`src/rtl/line_bank_scheduler_if.sv`:
```
// Handshake bundle between the capture writer, imageGenV reader and the line bank scheduler.
// The scheduler uses the slave modport. The master side drives the event pulses.
interface line_bank_scheduler_if #(
  parameter int BANK_W = 2,
  parameter int LINE_W = 8
);
  logic              newFrameIn;
  logic              lineDoneIn;
  logic              nextLine;
  logic              clrErr;
  logic [BANK_W-1:0] wrBank;
  logic              wrEnable;
  logic [BANK_W-1:0] prevBank;
  logic [BANK_W-1:0] curBank;
  logic [BANK_W-1:0] nextBank;
  logic [LINE_W-1:0] curLine;
  logic              sameLine;
  logic              ready;
  logic              overflow;
  logic              underflow;

  modport master (
    output newFrameIn, lineDoneIn, nextLine, clrErr,
    input  wrBank, wrEnable, prevBank, curBank, nextBank, curLine,
           sameLine, ready, overflow, underflow
  );

  modport slave (
    input  newFrameIn, lineDoneIn, nextLine, clrErr,
    output wrBank, wrEnable, prevBank, curBank, nextBank, curLine,
           sameLine, ready, overflow, underflow
  );
endinterface

```
`src/rtl/line_bank_scheduler.sv`:
```
// Ring-of-banks scheduler for the GBA line cache: tracks captured vs displayed lines,
// hands out writer/reader banks and flags writer overruns and reader starvation.
module line_bank_scheduler #(
  parameter int NUM_BANKS = 4,
  parameter int LINES     = 160,
  parameter int BANK_W    = 2,
  parameter int LINE_W    = 8
) (
  input  logic                   pxlClk,
  input  logic                   rst,
  line_bank_scheduler_if.slave   bus
);
  localparam int CW = LINE_W + 1;

  typedef enum logic [1:0] {IDLE, PRIME, RUN, DONE} state_t;

  state_t            state_reg;
  logic [LINE_W-1:0] wr_line_reg;
  logic [LINE_W-1:0] cur_line_reg;
  logic              ready_reg;
  logic              overflow_reg;
  logic              underflow_reg;

  logic [CW-1:0] wr_ext;
  logic [CW-1:0] cur_ext;
  logic [CW-1:0] base_ext;
  logic [CW-1:0] diff_ext;
  logic [CW-1:0] need_ext;
  logic [CW-1:0] next_ext;
  logic          writing;
  logic          wr_enable;
  logic          adv_ok;
  logic          at_last;
  logic          ovf_set;
  logic          und_set;

  // All arithmetic is one bit wider than the counters so LINES itself never wraps.
  always_comb begin
    wr_ext    = {1'b0, wr_line_reg};
    cur_ext   = {1'b0, cur_line_reg};
    base_ext  = (cur_line_reg == '0) ? '0 : cur_ext - CW'(1);
    diff_ext  = wr_ext - base_ext;
    need_ext  = (cur_ext + CW'(3) < CW'(LINES)) ? cur_ext + CW'(3) : CW'(LINES);
    at_last   = (cur_ext == CW'(LINES - 1));
    next_ext  = at_last ? cur_ext : cur_ext + CW'(1);
    writing   = (state_reg == PRIME) || (state_reg == RUN);
    wr_enable = writing && (wr_ext < CW'(LINES)) && (wr_ext >= base_ext)
                && (diff_ext < CW'(NUM_BANKS));
    adv_ok    = (wr_ext >= need_ext);
  end

  // A frame restart discards same-cycle line events, so they can raise no flag.
  always_comb begin
    ovf_set = 1'b0;
    und_set = 1'b0;
    if (!bus.newFrameIn) begin
      ovf_set = bus.lineDoneIn && writing && !wr_enable;
      und_set = bus.nextLine && (state_reg == RUN) && !at_last && !adv_ok;
    end
  end

  always_ff @(posedge pxlClk or negedge rst) begin
    if (!rst) begin
      state_reg     <= IDLE;
      wr_line_reg   <= '0;
      cur_line_reg  <= '0;
      ready_reg     <= 1'b0;
      overflow_reg  <= 1'b0;
      underflow_reg <= 1'b0;
    end else begin
      if (bus.newFrameIn) begin
        state_reg    <= PRIME;
        wr_line_reg  <= '0;
        cur_line_reg <= '0;
      end else begin
        if (bus.lineDoneIn && wr_enable) begin
          wr_line_reg <= wr_line_reg + LINE_W'(1);
        end
        case (state_reg)
          IDLE: ;
          PRIME: begin
            if (wr_ext >= CW'(2)) begin
              state_reg <= RUN;
              ready_reg <= 1'b1;
            end
          end
          RUN: begin
            if (bus.nextLine) begin
              if (at_last) begin
                state_reg <= DONE;
              end else if (adv_ok) begin
                cur_line_reg <= cur_line_reg + LINE_W'(1);
              end
            end
          end
          DONE: ;
          default: state_reg <= IDLE;
        endcase
      end
      overflow_reg  <= ovf_set || (overflow_reg && !bus.clrErr);
      underflow_reg <= und_set || (underflow_reg && !bus.clrErr);
    end
  end

  // Bank of line n is n mod NUM_BANKS; edges replicate at lines 0 and LINES-1.
  assign bus.wrBank    = wr_line_reg[BANK_W-1:0];
  assign bus.wrEnable  = wr_enable;
  assign bus.prevBank  = base_ext[BANK_W-1:0];
  assign bus.curBank   = cur_line_reg[BANK_W-1:0];
  assign bus.nextBank  = (state_reg == IDLE) ? '0 : next_ext[BANK_W-1:0];
  assign bus.curLine   = cur_line_reg;
  assign bus.sameLine  = !((state_reg == RUN) && adv_ok);
  assign bus.ready     = ready_reg;
  assign bus.overflow  = overflow_reg;
  assign bus.underflow = underflow_reg;
endmodule
```
`src/flat_wrapper.sv`:
```
// flat-port wrapper written by rule: the top's interface ports become plain ports
module line_bank_scheduler_flat 
#(
  parameter int NUM_BANKS = 4,
  parameter int LINES     = 160,
  parameter int BANK_W    = 2,
  parameter int LINE_W    = 8
)
  (pxlClk, rst, bus_newFrameIn, bus_lineDoneIn, bus_nextLine, bus_clrErr, bus_wrBank, bus_wrEnable, bus_prevBank, bus_curBank, bus_nextBank, bus_curLine, bus_sameLine, bus_ready, bus_overflow, bus_underflow);
  line_bank_scheduler_if #(.BANK_W(BANK_W), .LINE_W(LINE_W)) bus_i ();
  input  logic pxlClk;
  input  logic rst;
  input wire logic [$bits(bus_i.newFrameIn)-1:0] bus_newFrameIn;
  input wire logic [$bits(bus_i.lineDoneIn)-1:0] bus_lineDoneIn;
  input wire logic [$bits(bus_i.nextLine)-1:0] bus_nextLine;
  input wire logic [$bits(bus_i.clrErr)-1:0] bus_clrErr;
  output wire logic [$bits(bus_i.wrBank)-1:0] bus_wrBank;
  output wire logic [$bits(bus_i.wrEnable)-1:0] bus_wrEnable;
  output wire logic [$bits(bus_i.prevBank)-1:0] bus_prevBank;
  output wire logic [$bits(bus_i.curBank)-1:0] bus_curBank;
  output wire logic [$bits(bus_i.nextBank)-1:0] bus_nextBank;
  output wire logic [$bits(bus_i.curLine)-1:0] bus_curLine;
  output wire logic [$bits(bus_i.sameLine)-1:0] bus_sameLine;
  output wire logic [$bits(bus_i.ready)-1:0] bus_ready;
  output wire logic [$bits(bus_i.overflow)-1:0] bus_overflow;
  output wire logic [$bits(bus_i.underflow)-1:0] bus_underflow;
  assign bus_i.newFrameIn = bus_newFrameIn;
  assign bus_i.lineDoneIn = bus_lineDoneIn;
  assign bus_i.nextLine = bus_nextLine;
  assign bus_i.clrErr = bus_clrErr;
  assign bus_wrBank = bus_i.wrBank;
  assign bus_wrEnable = bus_i.wrEnable;
  assign bus_prevBank = bus_i.prevBank;
  assign bus_curBank = bus_i.curBank;
  assign bus_nextBank = bus_i.nextBank;
  assign bus_curLine = bus_i.curLine;
  assign bus_sameLine = bus_i.sameLine;
  assign bus_ready = bus_i.ready;
  assign bus_overflow = bus_i.overflow;
  assign bus_underflow = bus_i.underflow;
  line_bank_scheduler #(.NUM_BANKS(NUM_BANKS), .LINES(LINES), .BANK_W(BANK_W), .LINE_W(LINE_W)) u_core (.pxlClk(pxlClk), .rst(rst), .bus(bus_i));
endmodule
```
`config.mk`:
```
export PLATFORM = sky130hd
export DESIGN_NAME = line_bank_scheduler_flat
export DESIGN_NICKNAME = d
export VERILOG_FILES = /design/src/rtl/line_bank_scheduler_if.sv /design/src/rtl/line_bank_scheduler.sv /design/src/flat_wrapper.sv
export SDC_FILE = /design/constraint.sdc
export NUM_CORES = 1
export LEC_CHECK = 0
export ABC_AREA = 1
export ABC_CLOCK_PERIOD_IN_PS = 6000
export CAP_MARGIN = 10
export CORE_ASPECT_RATIO = 2
export CORE_MARGIN = 2
export CORE_UTILIZATION = 45
export CTS_CLUSTER_DIAMETER = 60
export CTS_CLUSTER_SIZE = 20
export DETAILED_ROUTE_END_ITERATION = 16
export PLACE_DENSITY_LB_ADDON = 0.08
export REMOVE_ABC_BUFFERS = 1
export SLEW_MARGIN = 30
export SYNTH_ARGS = -nofsm -noshare
export SYNTH_HDL_FRONTEND = slang
export SYNTH_SLANG_ARGS = --single-unit
```
`constraint.sdc`:
```
create_clock -name pxlClk -period 6 [get_ports pxlClk]
set_input_delay 1.8 -clock pxlClk [delete_from_list [all_inputs] [get_ports pxlClk]]
set_output_delay 1.8 -clock pxlClk [all_outputs]
set_load 0.02 [all_outputs]
```
; Yosys cells after proc, flatten, opt, wreduce, memory -nomap -nowiden
; Index checks and enable logic that the tools add are counted.
; W data, S select, Z words.
[op_classes]
addsub = 6
n_lt_le_gt_ge = 6
n_eq_ne = 7
n_mux = 18
n_bitwise = 1
n_reduce_logical = 30
[ops]
columns = op, n
row1 = $mux W8, 7
row2 = $ge A8 B9 Y1, 2
row3 = $mux W9, 2
row4 = $add A8 B1 Y8 const B, 2
row5 = $logic_and A1 B1 Y1, 12
row6 = $mux W2, 6
row7 = $add A8 B2 Y9 const B, 1
row8 = $lt A9 B3 Y1 const B, 1
row9 = $lt A9 B8 Y1 const B, 1
row10 = $sub A8 B1 Y9 const B, 1
row11 = $sub A8 B9 Y9, 1
row12 = $eq A8 B8 Y1 const B, 1
row13 = $ge A8 B2 Y1 const B, 1
row14 = $logic_not A8 Y1, 1
row15 = $lt A8 B8 Y1 const B, 1
row16 = $reduce_and A4 Y1, 2
row17 = $reduce_bool A2 Y1, 4
row18 = $ne A3 B3 Y1 const B, 2
row19 = $logic_not A1 Y1, 5
row20 = $pmux W2 S2, 1
row21 = $logic_or A1 B1 Y1, 3
row22 = $ne A3 B2 Y1 const B, 1
row23 = $reduce_and A3 Y1, 1
row24 = $reduce_bool A3 Y1, 1
row25 = 7 further kinds, 8
[word_totals]
reg_bits = 21
inputBits = 6
out_inout_bits = 21

; Depth between registers and ports, before layout
; Gate-level depths: netlist of the first run.
[logic_depth]
depth_word = 9
depth_mapped = 24

; Worst setup path after synthesis of the first run
; OpenSTA, ideal clock, no wires.
[synth_timing]
path_kind = reg-to-output
start = register u_core.cur_line_reg[0], in the netlist u_core.bus.curLine[0]
end = output bus_wrEnable
arrival_ns = 2.730
required_ns = 4.200
slack_ns = 1.470
path_stages_with_launch = 17
path_buffers = 0
cell_sequence = dfrtp_1 inv_2 ha_1 nand4_1 inv_1 nor2_1 inv_1 ha_1 nand2_1 nand2_1 nand2_1 nand2_1 nand2_1 nand2_1 nor2_1 nand4_2 nor2_4
[synth_between]
elab_chain_len = 5
[synth_rtl]
columns = element, line_no
row1 = from (decl), line_bank_scheduler.sv:19  ; logic [LINE_W-1:0] cur_line_reg;
row2 = from (signal assigned), line_bank_scheduler.sv:92  ; cur_line_reg <= cur_line_reg + LINE_W'(1);
row3 = $sub A8 B1 Y9 or $logic_not A8 Y1 (tied branches), line_bank_scheduler.sv:41  ; base_ext = (cur_line_reg == '0) ? '0 : cur_ext - CW'(1);
row4 = $mux W9 *, line_bank_scheduler.sv:41
row5 = net bus_prevBank[1], flat_wrapper.sv:19  ; output wire logic [$bits(bus_i.prevBank)-1:0] bus_prevBank;
row6 = $sub A8 B9 Y9 or $ge A8 B9 Y1 (tied branches), "line_bank_scheduler.sv:42, line_bank_scheduler.sv:47"
row7 = $lt A9 B3 Y1 or $logic_and A1 B1 Y1 (tied branches), "line_bank_scheduler.sv:48, line_bank_scheduler.sv:47"
row8 = $logic_and A1 B1 Y1 *, line_bank_scheduler.sv:48  ; && (diff_ext < CW'(NUM_BANKS));
row9 = to (decl), flat_wrapper.sv:18  ; output wire logic [$bits(bus_i.wrEnable)-1:0] bus_wrEnable;
; Mark *: on every way through the listed nets, which the timed path passes. The rest lies on a longest branch.

; Worst setup path after layout of the first run
[layout_timing]
start = register u_core.cur_line_reg[7], in the netlist u_core.bus.curLine[7]
end = output bus_wrEnable
[layout_between]
elab_chain_len = 5
[layout_rtl]
columns = element, line_no
row1 = $sub A8 B1 Y9 or $logic_not A8 Y1 (tied branches), line_bank_scheduler.sv:41
row2 = $mux W9 *, line_bank_scheduler.sv:41
row3 = $sub A8 B9 Y9 or $ge A8 B9 Y1 (tied branches), "line_bank_scheduler.sv:42, line_bank_scheduler.sv:47"
row4 = $lt A9 B3 Y1 or $logic_and A1 B1 Y1 (tied branches), "line_bank_scheduler.sv:48, line_bank_scheduler.sv:47"
row5 = $logic_and A1 B1 Y1 *, line_bank_scheduler.sv:48
; Mark *: on every way between the ends. The rest lies on a longest branch, timed or not.

==> impl_metrics.csv, run 1 <==
group,metric,value,unit
critical_path,crit_top_cell,"nand2_1",
logic_synthesis,synthTopCellsByArea,"dfrtp_1 (22%), nand2_1 (14%), ha_1 (13%)",
timing,setup_violations,0,
logic_synthesis,syn_avg_cell_area,6.641,um2
logic_synthesis,synth_top_area_cell,"dfrtp_1",
floorplanning,start_util,46.17,%
global_route,overflow,0,
timing,max_slew_margin,49.60,%
logic_synthesis,async_flop_share,100.0,%
timing,rsz0062_at_grt,"false",
detailed_routing,totalWireLength,6.376,mm
critical_path,max_stage_delay,0.66,ns
power,leakagePower,1.408,nW
clock_network,clkSinkCount,21,
logic_synthesis,synth_ff_type,"dfrtp_1",
clock_network,cts_setup_buffers,0,
timing,setup_tns,0,ns
power,power_density,236.2,mW/mm2
job,maxCapViolations,0,
clock_network,cts_root_buffer,"clkbuf_8",
power,pwr-share-seq,28.0,%
critical_path,regToRegSetupSlack,2.69,ns
logic_synthesis,synth_top_cells_by_count,"nand2_1 (87), inv_1 (51), nand3_1 (33)",
final_layout,nets,406,
timing,fin_crit,5.614,ns
detailed_routing,dr.pass1.iters,5,
clock_network,clkTransAtPathRegs,0.09,ns
timing,fin_crit_sh,93.57,%
critical_path,worst-path-buf-inv,4,
floorplanning,rows,37,
clock_network,cts_resized,0,
detailed_routing,vias_per_cell,5.282,
critical_path,critical-path-top-delay-family,"simple AND/OR/NAND/NOR gates",
run_status,outcome,"completed",
final_layout,syn_to_final_growth,13.25,%
timing,finalHoldViolations,0,
critical_path,timing_worst_setup_path_type,"flip-flop to output port",
final_layout,diodes,0,
logic_synthesis,syn_inst,354,
floorplanning,boundaryPins,27,
timing,hold_slack,0.4834,ns
detailed_routing,vias,2287,
global_route,grt_start_max_net_pins,24,
global_route,grt_pass1_vias,2279,
clock_network,cts_max_level,1,
power,combPwrFrac,56.0,%
clock_network,cts_tree,"done",
power,ir_drop,0.2082,mV
logic_synthesis,ys_types,41,
logic_synthesis,synth-seq-cells,21,
clock_network,clockBufferDepth,2,
power,p_sw_share,45.96,%
global_route,grtUsageTotal,24.04,%
logic_synthesis,yosysWarningCount,0,
clock_network,cts_buffers,3,
global_route,grt_pass1_wl,10.41,mm
critical_path,cp-start-kind,"flip-flop",
clock_network,postCtsHoldBufs,0,
detailed_routing,drc,0,
placed_design,gp_congestion,0.9634,
hold_path,hp-class,"flip-flop to flip-flop",
timing,drv_slew,0,
timing,fin_skew,0.007079,ns
detailed_routing,drt_iter0_drc,44,
power,clock_power_share,16.0,%
logic_synthesis,seq_area_frac_synth,22.35,%
floorplanning,die_w,55.11,um
placed_design,hpwlAfterDp,5.206,mm
final_layout,drive_gt1_share,10.40,%
timing,max_freq,178.1,MHz
power,power.internal,0.3398,mW
timing,tightest_slew,0.7552,ns
logic_synthesis,netlist_area,0.002351,mm2
logic_synthesis,yosysMostFrequentCell,"nand2_1",
clock_network,clkLatencyLatePin,0.27,ns
critical_path,cp.required,4.20,ns
global_route,antenna_found_initial,0,
detailed_routing,wl_per_cell,14.73,um
detailed_routing,postRouteAntennaNets,0,
critical_path,worstPathArrival,3.81,ns
critical_path,crit_slowest_cell,"clkdlybuf4s50_1",
logic_synthesis,synth.top_cell.area_share,22.35,%
floorplanning,die_area,0.005854,mm2
logic_synthesis,synth-edff-count,0,
critical_path,path_cells,"inv_1 -> nand2_1 -> nor2_1 -> nand4_1 -> inv_1 -> nor2_1 -> inv_1 -> ha_1 -> nand2_1 -> nand2_1 -> nand2_1 -> nand2_1 -> nand2_1 -> nand2_1 -> nor2_1 -> nand4_2 -> nor2_4 -> clkdlybuf4s50_1",
placed_design,numPortBuffers,26,
critical_path,endpoint_kind,"output port",
power,p_switching,0.2891,mW
critical_path,crit_fanout,10,
floorplanning,fp.dieH,106.2,um
floorplanning,fp.coreArea,0.005092,mm2
## worst reg2reg max path, stage by stage (launching register included)
cell and delay, ns:
dfrtp_1 0.55, inv_2 0.13, ha_1 0.26, nor2_1 0.17
inv_1 0.08, nor4_1 0.32, nor2_2 0.10, inv_2 0.06
nand2_2 0.08, inv_2 0.08, nor2_2 0.03, nand2_1 0.05
ha_1 0.23, a21o_1 0.16, a21oi_1 0.13, nand4_1 0.22
nand2_4 0.18, inv_4 0.08, nand2_2 0.06, xor2_1 0.14
nor2_1 0.05
## power groups by stage
stage	clock, mW	sequential, mW	combinational, mW
floorplan	0	0.189	0.220
global placement	0	0.179	0.352
detailed placement	0	0.179	0.355
CTS	0.103	0.176	0.357
global route	0.109	0.178	0.394
finish	0.101	0.176	0.352
## layout make-up
type | instances | area [um2]
timing repair buffer | 26 | 255.2
inverter | 61 | 231.5
clock buffer | 3 | 41.29
clock inverter | 1 | 5.005
sequential | 21 | 525.5
fill | 539 | 2430
tap | 58 | 72.57
multi-input combinational | 263 | 1531
## per-layer routing
layer | track usage, % | vias to the layer above | routed length [um]
li1 | - | 1181 | -
met1 | 24.89 | 1061 | 2427
met2 | 46.26 | 31 | 3632
met3 | 1.404 | 14 | 108
met4 | 8.711 | 0 | 209
met5 | 0 | - | 0
## kinds of logic after synthesis
| family | count (synthesis) | synth area share [%] |
|---|---|---|
| flops | 21 | 22.35 |
| compound gates | 37 | 8.994 |
| buf+inv | 70 | 12.51 |
| fa+ha+maj | 24 | 12.77 |
| xor+xnor | 8 | 2.980 |
| simple gates | 194 | 40.39 |
## path summary, 6_finish.rpt
| kind | from | end | cells past startpoint |
|---|---|---|---|
| setup / recovery | u_core.bus.curLine[7] | bus_wrEnable | 18 |
| hold / removal | u_core.bus.ready | u_core.bus.ready | 1 |
| setup reg to reg | u_core.bus.curLine[0] | u_core.bus.curLine[7] | 20 |
| hold reg to reg | u_core.bus.ready | u_core.bus.ready | 1 |
| max in group asynchronous | rst | u_core.wr_line_reg[4] | 1 |
| min in group asynchronous | rst | u_core.bus.curLine[1] | 1 |
## metrics by stage
stage          total power [mW]  cells  util, %  cell area, um2  worst slack, ns
2_1_floorplan            0.4091    345        -            2288            1.342
3_3_place_gp             0.5307    429    51.47            2621           0.7934
6_report                 0.6289    433    52.29            2663           0.3857
4_1_cts                  0.6368    433    52.29            2663           0.3820
5_1_grt                  0.6810    433    52.29            2663          0.08007
3_5_place_dp             0.5338    429    51.38            2616           0.6998
## cell usage in the layout, fill, tap and decap left out, drive strengths merged
master / Yosys / routed
and2: 1 / 1
dfrtp: 21 / 21
inv: 61 / 61
nand4: 13 / 13
o21ai: 12 / 12
a21boi: 1 / 1
a21oi: 17 / 17
clkdlybuf4s50: 0 / 25
o22ai: 2 / 2
xor2: 8 / 8
nor4: 2 / 2
buf: 8 / 1
ha: 24 / 24
clkbuf: 1 / 3
a21o: 1 / 1
o21bai: 1 / 1
o211ai: 2 / 2
nand3: 36 / 36
nor2: 37 / 37
clkinv: 0 / 1
a211oi: 1 / 1
nand3b: 5 / 5
nand2: 93 / 93
nor3b: 2 / 2
nor3: 3 / 3
or2: 2 / 2
(Power assumes the default switching activity.)
==> run 2: changes to the inputs <==
--- a/config.mk
+++ b/config.mk
@@ -16,7 +16,6 @@
 export DETAILED_ROUTE_END_ITERATION = 16
 export PLACE_DENSITY_LB_ADDON = 0.08
 export REMOVE_ABC_BUFFERS = 1
-export SLEW_MARGIN = 30
 export SYNTH_ARGS = -nofsm -noshare
 export SYNTH_HDL_FRONTEND = slang
 export SYNTH_SLANG_ARGS = --single-unit
==> impl_metrics.csv, run 2 (synthesis results as in run 1) <==
group,metric,value,unit
run_status,outcome,"completed",
clock_network,clkTransAtPathRegs,0.09,ns
detailed_routing,drt_iter0_drc,36,
global_route,grt_pass1_wl,10.39,mm
timing,max_freq,178.0,MHz
placed_design,numPortBuffers,26,
critical_path,cp-start-kind,"flip-flop",
floorplanning,rows,37,
clock_network,clockBufferDepth,2,
final_layout,multiInputGateArea,0.001531,mm2
timing,fin_crit,5.617,ns
critical_path,worstPathArrival,3.82,ns
critical_path,cp.required,4.20,ns
clock_network,postCtsHoldBufs,0,
global_route,grt_pass1_vias,2278,
detailed_routing,vias_per_cell,5.258,
timing,finalHoldViolations,0,
clock_network,clkSinkCount,21,
detailed_routing,postRouteAntennaNets,0,
clock_network,cts_resized,0,
timing,rsz0062_at_grt,"false",
detailed_routing,totalWireLength,6.380,mm
detailed_routing,drc,0,
detailed_routing,vias,2282,
critical_path,path_cells,"inv_1 -> nand2_1 -> nor2_1 -> nand4_1 -> inv_1 -> nor2_1 -> inv_1 -> ha_1 -> nand2_1 -> nand2_1 -> nand2_1 -> nand2_1 -> nand2_1 -> nand2_1 -> nor2_1 -> nand4_2 -> nor2_4 -> clkdlybuf4s50_1",
final_layout,syn_to_final_growth,14.10,%
final_layout,num-fill-cells,538,
timing,max_slew_margin,49.66,%
global_route,antenna_found_initial,0,
critical_path,timing_worst_setup_path_type,"flip-flop to output port",
floorplanning,fp.dieH,106.2,um
floorplanning,boundaryPins,27,
floorplanning,die_w,55.11,um
power,leakagePower,1.415,nW
timing,setup_tns,0,ns
clock_network,cts_max_level,1,
clock_network,cts_root_buffer,"clkbuf_8",
critical_path,max_stage_delay,0.66,ns
timing,fin_crit_sh,93.61,%
placed_design,placed_cell_area,0.002621,mm2
hold_path,hp-class,"flip-flop to flip-flop",
final_layout,layout_common_cells,"nand2_1 (87), inv_1 (51), nand3_1 (33)",
final_layout,drive_gt1_share,10.37,%
global_route,grt_start_max_net_pins,24,
placed_design,hpwlAfterDp,5.204,mm
global_route,overflow,0,
final_layout,stdcell_area,0.002683,mm2
power,power_density,235.2,mW/mm2
critical_path,crit_slowest_cell,"clkdlybuf4s50_1",
timing,setup_violations,0,
clock_network,cts_setup_buffers,0,
critical_path,endpoint_kind,"output port",
timing,tightest_slew,0.7542,ns
final_layout,seq_area,525.5,um2
floorplanning,die_area,0.005854,mm2
timing,drv_slew,0,
floorplanning,fp.coreArea,0.005092,mm2
final_layout,diodes,0,
final_layout,layout_commonest_cell,"nand2_1",
timing,fin_skew,0.006792,ns
placed_design,gp_congestion,0.9634,
power,ir_drop,0.2082,mV
critical_path,crit_top_cell,"nand2_1",
clock_network,cts_tree,"done",
clock_network,clkLatencyLatePin,0.27,ns
floorplanning,start_util,46.17,%
final_layout,nets,407,
job,maxCapViolations,0,
critical_path,crit_fanout,10,
detailed_routing,dr.pass1.iters,5,
clock_network,cts_buffers,3,
global_route,grtUsageTotal,24.02,%
detailed_routing,wl_per_cell,14.70,um
## run 2: cell type report
class,instances,area share (%)
multi-input cells,263,57.09
flip-flops and latches,21,19.59
repair buffers,27,10.26
inverters,61,8.629
well taps,58,2.705
clock buffers,3,1.539
clock inverters,1,0.1866
## run 2: worst paths after layout
| kind | depth (start not counted) | end | start | slack (ns) |
|---|---|---|---|---|
| max | 18 | bus_wrEnable | u_core.bus.curLine[7] | 0.38 |
| min | 1 | u_core.bus.ready | u_core.bus.ready | 0.48 |
| max reg2reg | 20 | u_core.bus.curLine[7] | u_core.bus.curLine[0] | 2.69 |
| min reg2reg | 1 | u_core.bus.ready | u_core.bus.ready | 0.48 |
| max in group asynchronous | 2 | u_core.wr_line_reg[4] | rst | 3.68 |
| min in group asynchronous | 1 | u_core.bus.curLine[1] | rst | 1.85 |
## run 2: through the flow
stage | power (mW) | setup WS, ns | cells | util (%) | hold slack, ns
after floorplan | 0.4091 | 1.342 | 345 | - | 0.4699
after global placement | 0.5307 | 0.7934 | 429 | 51.47 | 0.4591
after detailed placement | 0.5341 | 0.6998 | 429 | 51.47 | 0.4665
after CTS | 0.6371 | 0.3820 | 433 | 52.38 | 0.4878
after global routing | 0.6824 | 0.08007 | 434 | 52.68 | 0.4994
final | 0.6309 | 0.3832 | 434 | 52.68 | 0.4832
## run 2: worst max-delay path: cells and delay by family, from the launching register on
family | cells | cell delay [ns]
simple gates | 13 | 1.71
flops | 1 | 0.43
buf+inv | 4 | 1.17
fa+ha+maj | 1 | 0.25
## run 2: report_power, final
part	internal (mW)	switching [mW]	total, mW	leakage, nW
clock network	0.0465	0.0543	0.101	0.0255
logic	0.136	0.218	0.354	1.10
registers	0.159	0.0172	0.176	0.286
total	0.341	0.290	0.631	1.42
## run 2: per-layer routing
layer / GRT usage (%) / wire [um] / vias up
met5: 0 / 0 / -
met4: 8.711 / 209 / 0
met1: 24.89 / 2424 / 1053
met2: 46.17 / 3637 / 34
met3: 1.404 / 109 / 14
li1: - / - / 1181
